<file path="config.mk">
export PLATFORM = sky130hd
export DESIGN_NAME = bit_pixel_bram_reader
export DESIGN_NICKNAME = d
export VERILOG_FILES = /design/src/rtl/bit_pixel_bram_reader.sv
export SDC_FILE = /design/constraint.sdc
export NUM_CORES = 1
export LEC_CHECK = 0
export ABC_CLOCK_PERIOD_IN_PS = 2450
export CORE_MARGIN = 2
export CORE_UTILIZATION = 41
export DETAILED_ROUTE_END_ITERATION = 16
export PLACE_DENSITY = 0.59
export SETUP_SLACK_MARGIN = 0.4
export SLEW_MARGIN = 40
export SYNTH_ARGS = -nofsm -noshare
export SYNTH_HDL_FRONTEND = slang
export SYNTH_SLANG_ARGS = --single-unit
</file>
<file path="constraint.sdc">
create_clock -name clk -period 2.45 [get_ports clk]
set_clock_uncertainty 0.1 [all_clocks]
set_input_delay 0.6125 -clock clk [delete_from_list [all_inputs] [get_ports clk]]
set_output_delay 0.6125 -clock clk [all_outputs]
set_load 0.05 [all_outputs]
</file>
<file path="src/rtl/bit_pixel_bram_reader.sv">
// -----------------------------------------------------------------------------
// bit_pixel_bram_reader
//
// Read side of the rotated bit-pixel frame buffer. When the writer finishes a
// frame (image_number moves away from the last consumed frame), the completed
// buffer half is read out of the left, center and right third BRAMs in raster
// order and streamed as 16-pixel words with ready/valid flow control.
//
// Reads are only launched when a slot is guaranteed in the show-ahead skid
// FIFO (depth rd_latency + 2), so backpressure never drops BRAM data.
//
// Ports:
//   clk, reset         clock; synchronous active-high reset
//   image_number       writer frame counter (4-bit, modular)
//   rd_en/rd_addr      BRAM read strobe and word address
//   rd_third           BRAM select: 0 left, 1 center, 2 right
//   rd_data            BRAM data, valid rd_latency cycles after rd_en
//   pix_out*           output word plus third/col/row/sof/eof tags
//   pix_out_valid/_ready  output handshake
//   bm_idle            high only while idle (writer may use either half)
//   bm_working_buf     buffer half currently being read
//   frame_done         one-cycle pulse after the eof word is accepted
//   overrun            sticky: at least one completed frame was skipped
// -----------------------------------------------------------------------------
module bit_pixel_bram_reader #(
  parameter int third_cols  = 240,
  parameter int center_cols = 304,
  parameter int third_rows  = 480,
  parameter int num_pix     = 16,
  parameter int rd_latency  = 2
) (
  input  logic        clk,
  input  logic        reset,
  input  logic [3:0]  image_number,
  output logic        rd_en,
  output logic [15:0] rd_addr,
  output logic [1:0]  rd_third,
  input  logic [15:0] rd_data,
  output logic [15:0] pix_out,
  output logic        pix_out_valid,
  input  logic        pix_out_ready,
  output logic [1:0]  pix_out_third,
  output logic [4:0]  pix_out_col,
  output logic [8:0]  pix_out_row,
  output logic        pix_out_sof,
  output logic        pix_out_eof,
  output logic        bm_idle,
  output logic        bm_working_buf,
  output logic        frame_done,
  output logic        overrun
);

  localparam int side_wc    = third_cols / num_pix;
  localparam int center_wc  = center_cols / num_pix;
  localparam int fifo_depth = rd_latency + 2;
  localparam int fifo_aw    = $clog2(fifo_depth);
  localparam int cnt_w      = $clog2(fifo_depth + 1);

  localparam logic [15:0] side_base1      = 16'(side_wc * third_rows);
  localparam logic [15:0] center_base1    = 16'(center_wc * third_rows);
  localparam logic [4:0]  side_last_col   = 5'(side_wc - 1);
  localparam logic [4:0]  center_last_col = 5'(center_wc - 1);
  localparam logic [8:0]  last_row        = 9'(third_rows - 1);
  localparam logic [fifo_aw-1:0] last_ptr = fifo_aw'(fifo_depth - 1);

  typedef enum logic [1:0] {ST_IDLE, ST_READ, ST_DRAIN} state_t;

  typedef struct packed {
    logic [1:0] third;
    logic [4:0] col;
    logic [8:0] row;
    logic       sof;
    logic       eof;
  } tag_t;

  state_t      state_q, state_d;
  logic [3:0]  target_q, target_d;
  logic [3:0]  consumed_q, consumed_d;
  logic        buf_q, buf_d;
  logic [1:0]  third_q, third_d;
  logic [8:0]  row_q, row_d;
  logic [4:0]  col_q, col_d;
  logic [15:0] addr_q, addr_d;
  logic        overrun_q, overrun_d;
  logic        frame_done_q, frame_done_d;

  logic [rd_latency-1:0] v_q;
  tag_t                  tag_q [rd_latency];

  logic [15:0]        fifo_data_q [fifo_depth];
  tag_t               fifo_tag_q  [fifo_depth];
  logic [fifo_aw-1:0] wr_ptr_q, rd_ptr_q;
  logic [cnt_w-1:0]   cnt_q;

  int         in_flight;
  logic       issue, push, pop;
  logic [4:0] last_col;
  logic [3:0] frame_gap;
  tag_t       tag_cur, head_tag;

  // Reads launched but not yet written into the FIFO.
  always_comb begin
    in_flight = 0;
    for (int i = 0; i < rd_latency; i++) in_flight += int'(v_q[i]);
  end

  // A read is launched only if its word is guaranteed a FIFO slot even when
  // the consumer stalls from now on.
  assign issue = (state_q == ST_READ) && ((in_flight + int'(cnt_q)) < fifo_depth);
  assign push  = v_q[rd_latency-1];
  assign pop   = (cnt_q != '0) && pix_out_ready;

  assign last_col  = (third_q == 2'd1) ? center_last_col : side_last_col;
  assign frame_gap = image_number - consumed_q;
  assign head_tag  = fifo_tag_q[rd_ptr_q];

  always_comb begin
    tag_cur.third = third_q;
    tag_cur.col   = col_q;
    tag_cur.row   = row_q;
    tag_cur.sof   = (third_q == 2'd0) && (row_q == '0) && (col_q == '0);
    tag_cur.eof   = (third_q == 2'd2) && (row_q == last_row) && (col_q == last_col);
  end

  // NOTE: every always_comb output gets a default first, so no path can
  // leave a value unassigned and infer a latch.
  always_comb begin
    state_d      = state_q;
    target_d     = target_q;
    consumed_d   = consumed_q;
    buf_d        = buf_q;
    third_d      = third_q;
    row_d        = row_q;
    col_d        = col_q;
    addr_d       = addr_q;
    overrun_d    = overrun_q;
    frame_done_d = 1'b0;
    case (state_q)
      ST_IDLE: begin
        if (image_number != consumed_q) begin
          // The writer has moved to the other half; read the one it finished.
          target_d = image_number;
          buf_d    = ~image_number[0];
          third_d  = 2'd0;
          row_d    = '0;
          col_d    = '0;
          addr_d   = ~image_number[0] ? side_base1 : 16'd0;
          if (frame_gap > 4'd1) overrun_d = 1'b1;
          state_d  = ST_READ;
        end
      end
      ST_READ: begin
        if (issue) begin
          addr_d = addr_q + 16'd1;
          if (col_q == last_col) begin
            col_d = '0;
            if (row_q == last_row) begin
              row_d = '0;
              // Each third lives in its own BRAM, so the address restarts at
              // that BRAM's base for the selected half.
              case (third_q)
                2'd0: begin
                  third_d = 2'd1;
                  addr_d  = buf_q ? center_base1 : 16'd0;
                end
                2'd1: begin
                  third_d = 2'd2;
                  addr_d  = buf_q ? side_base1 : 16'd0;
                end
                default: state_d = ST_DRAIN;
              endcase
            end else begin
              row_d = row_q + 9'd1;
            end
          end else begin
            col_d = col_q + 5'd1;
          end
        end
      end
      ST_DRAIN: begin
        if (pop && head_tag.eof) begin
          consumed_d   = target_q;
          frame_done_d = 1'b1;
          state_d      = ST_IDLE;
        end
      end
      default: state_d = ST_IDLE;
    endcase
  end

  // NOTE: sequential state uses non-blocking assignments so every register
  // samples the pre-edge values regardless of statement order.
  always_ff @(posedge clk) begin
    if (reset) begin
      state_q      <= ST_IDLE;
      target_q     <= '0;
      consumed_q   <= '0;
      buf_q        <= 1'b0;
      third_q      <= '0;
      row_q        <= '0;
      col_q        <= '0;
      addr_q       <= '0;
      overrun_q    <= 1'b0;
      frame_done_q <= 1'b0;
      v_q          <= '0;
      wr_ptr_q     <= '0;
      rd_ptr_q     <= '0;
      cnt_q        <= '0;
    end else begin
      state_q      <= state_d;
      target_q     <= target_d;
      consumed_q   <= consumed_d;
      buf_q        <= buf_d;
      third_q      <= third_d;
      row_q        <= row_d;
      col_q        <= col_d;
      addr_q       <= addr_d;
      overrun_q    <= overrun_d;
      frame_done_q <= frame_done_d;
      v_q[0]       <= issue;
      for (int i = 1; i < rd_latency; i++) v_q[i] <= v_q[i-1];
      if (push) wr_ptr_q <= (wr_ptr_q == last_ptr) ? '0 : wr_ptr_q + 1'b1;
      if (pop)  rd_ptr_q <= (rd_ptr_q == last_ptr) ? '0 : rd_ptr_q + 1'b1;
      cnt_q        <= cnt_q + cnt_w'(push) - cnt_w'(pop);
    end
  end

  // NOTE: tag pipeline and FIFO storage carry no reset; the valid bits and
  // the FIFO count decide whether their contents mean anything.
  always_ff @(posedge clk) begin
    tag_q[0] <= tag_cur;
    for (int i = 1; i < rd_latency; i++) tag_q[i] <= tag_q[i-1];
    if (push) begin
      fifo_data_q[wr_ptr_q] <= rd_data;
      fifo_tag_q[wr_ptr_q]  <= tag_q[rd_latency-1];
    end
  end

  assign rd_en          = issue;
  assign rd_addr        = addr_q;
  assign rd_third       = third_q;
  assign pix_out        = fifo_data_q[rd_ptr_q];
  assign pix_out_valid  = (cnt_q != '0);
  assign pix_out_third  = head_tag.third;
  assign pix_out_col    = head_tag.col;
  assign pix_out_row    = head_tag.row;
  assign pix_out_sof    = head_tag.sof;
  assign pix_out_eof    = head_tag.eof;
  assign bm_idle        = (state_q == ST_IDLE);
  assign bm_working_buf = buf_q;
  assign frame_done     = frame_done_q;
  assign overrun        = overrun_q;

endmodule

</file>
==> results.md <==
Pwr:
- The share of power burned in registers is 39.8%.
- The share of total power in combinational logic is 27.9%.
- The switching power as a share of total power is 28.5%.
- The power density over cell area is 917 nW/µm².
- The part of the total power dissipated in the clock network is 32.2%.
- In this run the static leakage power is 0.00425 µW.
- For this design the total switching power over the nets is 3080 µW.
- The internal power of the cells totals 7730 µW.
- Across the VDD grid, the largest voltage drop is 0.420 mV.

Placement:
- The last weighted congestion value of the routability-driven placer is 0.837.
- The number of input and output port buffers inserted is 80.
- After detailed placement, the design holds a cell count of 940.
- Summed over all nets, the half-perimeter wirelength after detailed placement is 10,900 µm.

Global route:
- The via count of the first global-routing pass is 5,361.
- The first-pass GRT wire length is 28,600 µm.
- Global routing used 16.3% of the available tracks.
- For this run the aggregate overflow at the end of global routing stands at 0.
- The largest net degree at the start of global routing is 35.
- The number of antenna violations at the first check in global routing came to 0.

Synth:
- The number of nets handed over by synthesis was 611.
- The share of the synthesized area in the top cell type is 47.2%.
- In this run, distinct cell masters in the synthesized netlist total 52.
- Counting flops with a built-in enable in the synthesized netlist gives 136.
- The Yosys warning count is 0.
- Synthesis inferred 228 register bits.
- The synthesized area per cell is 15.2 µm².
- Sorting the synthesized cells by area gives the leading types as sky130_fd_sc_hd__edfxtp_1, sky130_fd_sc_hd__dfxtp_1, sky130_fd_sc_hd__mux4_2, sky130_fd_sc_hd__ha_1, sky130_fd_sc_hd__nor2_1.
- The most frequently used flop master after synthesis is sky130_fd_sc_hd__edfxtp_1.
- The cell type with the largest total area after synthesis is sky130_fd_sc_hd__edfxtp_1.
- The sequential fraction of the synthesis area is 68.5%.
- The number of instances in the synthesized netlist is 568.
- The synthesized area is 8660 µm².
- After synthesis, the share of flip-flops with an asynchronous set or reset is 0%.

Detailed routing:
- The number of DRC violations after detailed-routing iteration 0 is 275.
- For this run, design rule violations remaining after detail routing come to 0.
- The number of routed nets with antenna violations is 0.
- The total detailed-routing wirelength is 17,800 µm.
- Dividing the detail-routed wire length by the instance count gives 17.5 µm.
- After detailed routing, the number of vias per cell comes to 5.14.
- The detailed router placed 5,219 vias in this run.
- The number of search-and-repair iterations in the first detailed-routing pass is 4.

Clock tree:
- The clock passes through at most 3 buffers.
- The H-tree depth is 1.
- The number of clock buffers added by TritonCTS is 24.
- The clock tree from TritonCTS is yes.
- CTS saw 228 sinks.
- Clock-pin slew was measured on the worst setup and hold paths at 0.06 ns.
- The cell sitting at the root of the clock tree is a sky130_fd_sc_hd__clkbuf_16.
- The clock latency reported for the late side of the worst-skew pair is 0.51 ns.

Timing:
- The setup total negative slack is -5.53 ns.
- In the post-route analysis, the smallest setup slack over all paths is -0.201 ns.
- The final max-slew violation count is 0.
- At the pin with the least slew margin, the transition time is 0.451 ns.
- The number of hold violations in the final report came to 0.
- Headroom to the max-slew limit came out at 69.7%.
- The final critical path takes up 108% of the cycle.
- Setup repair after global routing could not meet its margin everywhere.
- The minimum period implied by the final worst setup slack is 2.65 ns.
- Setup violations remaining at the end of the flow were counted as 53.
- The maximum achievable frequency is 0.377 GHz.

Finish:
- The filler-free cell count of the finished design is 1,015.
- The antenna diode instance count is 0.
- The area growth from synthesis to layout is 36.1%.
- The fraction of final layout cells with drive strength greater than 1 is 37.6%.
- The count of nets after finishing is 765.

Worst setup path:
- The critical path goes through ha_2 -> nor3_1 -> buf_4 -> clkinvlp_4 -> a21boi_4 -> buf_12.
- The cell class contributing the biggest share of worst-path delay is buffers and inverters.
- The data arrival time at the worst-slack endpoint is 1.94 ns.
- The critical-path maximum fanout is 4.
- The element type at the critical path start is a flop.
- The slowest stage of the critical path is the sky130_fd_sc_hd__dfxtp_4 cell.
- For this run, the slowest stage of the critical path takes 0.36 ns.
- STA classifies the critical path endpoint as an output port.
- The worst setup path is of the flop to output port kind.
- The data required time at the worst endpoint is 1.74 ns.
- The critical path contains buffers and inverters numbering 3 combined.

Floorplan:
- The die area is 22,300 µm².
- The die height is 149 µm.
- The initial utilization of the core area, before any placement, comes to 41.4%.
- The number of rows created at floorplan is 53.
- The core area is 20,900 µm².
- The number of ports placed on the die boundary is 81.
- Measured along the x axis, the die boundary spans 149 µm.

Job:
- The tool flagged a number of max-cap violations equal to 0.

Run status:
- The final reports fail on setup timing.
- The run finished, with violations left.

Min path:
- The path class of the lowest-slack min-delay path is flop to flop.
==> power by group through the flow <==
stage | clock, µW | sequential [µW] | combinational, µW
4_1_cts | 3570 | 4310 | 2900
3_5_place_dp | 0 | 4370 | 2380
2_1_floorplan | 0 | 4410 | 1590
3_3_place_gp | 0 | 4370 | 2360
6_report | 3480 | 4310 | 3020
5_1_grt | 3730 | 4320 | 3190
==> cells in the mapped netlist (4+ instances only) <==
library cell / count
sky130_fd_sc_hd__nand2_1: 24
sky130_fd_sc_hd__buf_2: 6
sky130_fd_sc_hd__nor2b_1: 4
sky130_fd_sc_hd__xnor2_1: 7
sky130_fd_sc_hd__edfxtp_1: 136
sky130_fd_sc_hd__and2_1: 5
sky130_fd_sc_hd__mux2i_1: 14
sky130_fd_sc_hd__ha_1: 18
sky130_fd_sc_hd__or4_1: 4
sky130_fd_sc_hd__nand4_1: 9
sky130_fd_sc_hd__xor2_1: 13
sky130_fd_sc_hd__mux4_2: 34
sky130_fd_sc_hd__a31oi_1: 7
sky130_fd_sc_hd__o21ai_0: 11
sky130_fd_sc_hd__nor2_1: 40
sky130_fd_sc_hd__nor3_1: 16
sky130_fd_sc_hd__dfxtp_1: 92
sky130_fd_sc_hd__inv_1: 24
sky130_fd_sc_hd__clkbuf_1: 13
sky130_fd_sc_hd__and3_1: 7
sky130_fd_sc_hd__nand3_1: 17
sky130_fd_sc_hd__a21oi_1: 14
==> cells in the final DEF, fill, tap and decap left out, types with 4 or more instances in the layout <==
cell type	instances
sky130_fd_sc_hd__a21oi_1	11
sky130_fd_sc_hd__a21oi_4	4
sky130_fd_sc_hd__a31oi_1	4
sky130_fd_sc_hd__a31oi_4	4
sky130_fd_sc_hd__and2_2	4
sky130_fd_sc_hd__and3_1	6
sky130_fd_sc_hd__buf_12	17
sky130_fd_sc_hd__buf_16	6
sky130_fd_sc_hd__buf_2	10
sky130_fd_sc_hd__buf_4	40
sky130_fd_sc_hd__buf_6	43
sky130_fd_sc_hd__clkbuf_1	7
sky130_fd_sc_hd__clkbuf_16	25
sky130_fd_sc_hd__clkdlybuf4s15_2	6
sky130_fd_sc_hd__clkdlybuf4s50_1	19
sky130_fd_sc_hd__clkinvlp_4	4
sky130_fd_sc_hd__dfxtp_1	77
sky130_fd_sc_hd__dfxtp_2	11
sky130_fd_sc_hd__dfxtp_4	4
sky130_fd_sc_hd__edfxtp_1	136
sky130_fd_sc_hd__ha_1	10
sky130_fd_sc_hd__ha_4	7
sky130_fd_sc_hd__inv_1	19
sky130_fd_sc_hd__mux2i_1	14
sky130_fd_sc_hd__mux4_2	34
sky130_fd_sc_hd__nand2_1	21
sky130_fd_sc_hd__nand3_1	16
sky130_fd_sc_hd__nand4_1	9
sky130_fd_sc_hd__nor2_1	37
sky130_fd_sc_hd__nor2b_1	4
sky130_fd_sc_hd__nor3_1	14
sky130_fd_sc_hd__o21ai_0	9
sky130_fd_sc_hd__or4_1	4
sky130_fd_sc_hd__xnor2_1	5
sky130_fd_sc_hd__xor2_1	12
==> final timing paths <==
check	start	to	slack, ns	cells after the start
min reg2reg	tag_q[0][0]	tag_q[0][18]	0.22	0
min	tag_q[0][0]	tag_q[0][18]	0.22	0
max	cnt_q[1]	rd_en	-0.20	6
max reg2reg	cnt_q[0]	row_q[6]	-0.13	11
==> area by class of cell <==
class,count,area (µm²)
repair buffers,150,1690
fillers,1667,9110
flip-flops and latches,228,5950
well taps,275,344
multi-input cells,294,2910
clock inverters,9,87.6
inverters,24,98.8
clock buffers,35,693
==> stage by stage <==
step / utilization (%) / total power (µW) / instance area [µm²] / setup slack [ns] / hold WS, ns
2_1_floorplan: - / 6000 / 8880 / 0.306 / 0.210
3_3_place_gp: 49.2 / 6730 / 10300 / -0.272 / 0.210
3_5_place_dp: 49.2 / 6750 / 10300 / -0.341 / 0.212
4_1_cts: 55.4 / 10800 / 11600 / -0.240 / 0.225
5_1_grt: 56.4 / 11200 / 11800 / -0.264 / 0.234
6_report: 56.4 / 10800 / 11800 / -0.201 / 0.224
==> registers in the layout (all words and copies together), names as in the netlist, named ones only <==
register and count:
wr_ptr_q 2, consumed_q 4, rd_third 2, tag_q 36
col_q 5, row_q 9, fifo_data_q 64, v_q 2
state_q 2, bm_working_buf 1, rd_addr 16, frame_done 1
cnt_q 3, overrun 1, rd_ptr_q 2, target_q 4
fifo_tag_q 72
==> what timing repair did <==
item                                    in CTS  in global routing
gates resized for setup                    145                 45
hold buffers                                 0                  0
pin swaps                                   23                 21
endpoints found under the setup margin     100                 86
setup buffers                               14                 10
cloned                                       7                  0
==> per-layer routing <==
metal	part of all wire (%)	vias to the layer above	GRT usage, %
li1	-	2457	-
met1	43	2586	21.1
met2	50	142	28.2
met3	4.6	34	3.12
met4	2.1	0	4.48
met5	0	-	0
==> cell families after synthesis <==
family | synth area share, %
AO/OA/AOI/OAI | 4.54
AND/OR/NAND/NOR | 8.93
buffers and inverters | 2.34
multiplexers | 10.6
XOR/XNOR | 2.02
adder cells (fa/ha/maj) | 3.06
flip-flops | 68.5
Note: power is estimated with default switching activity, not from simulation.
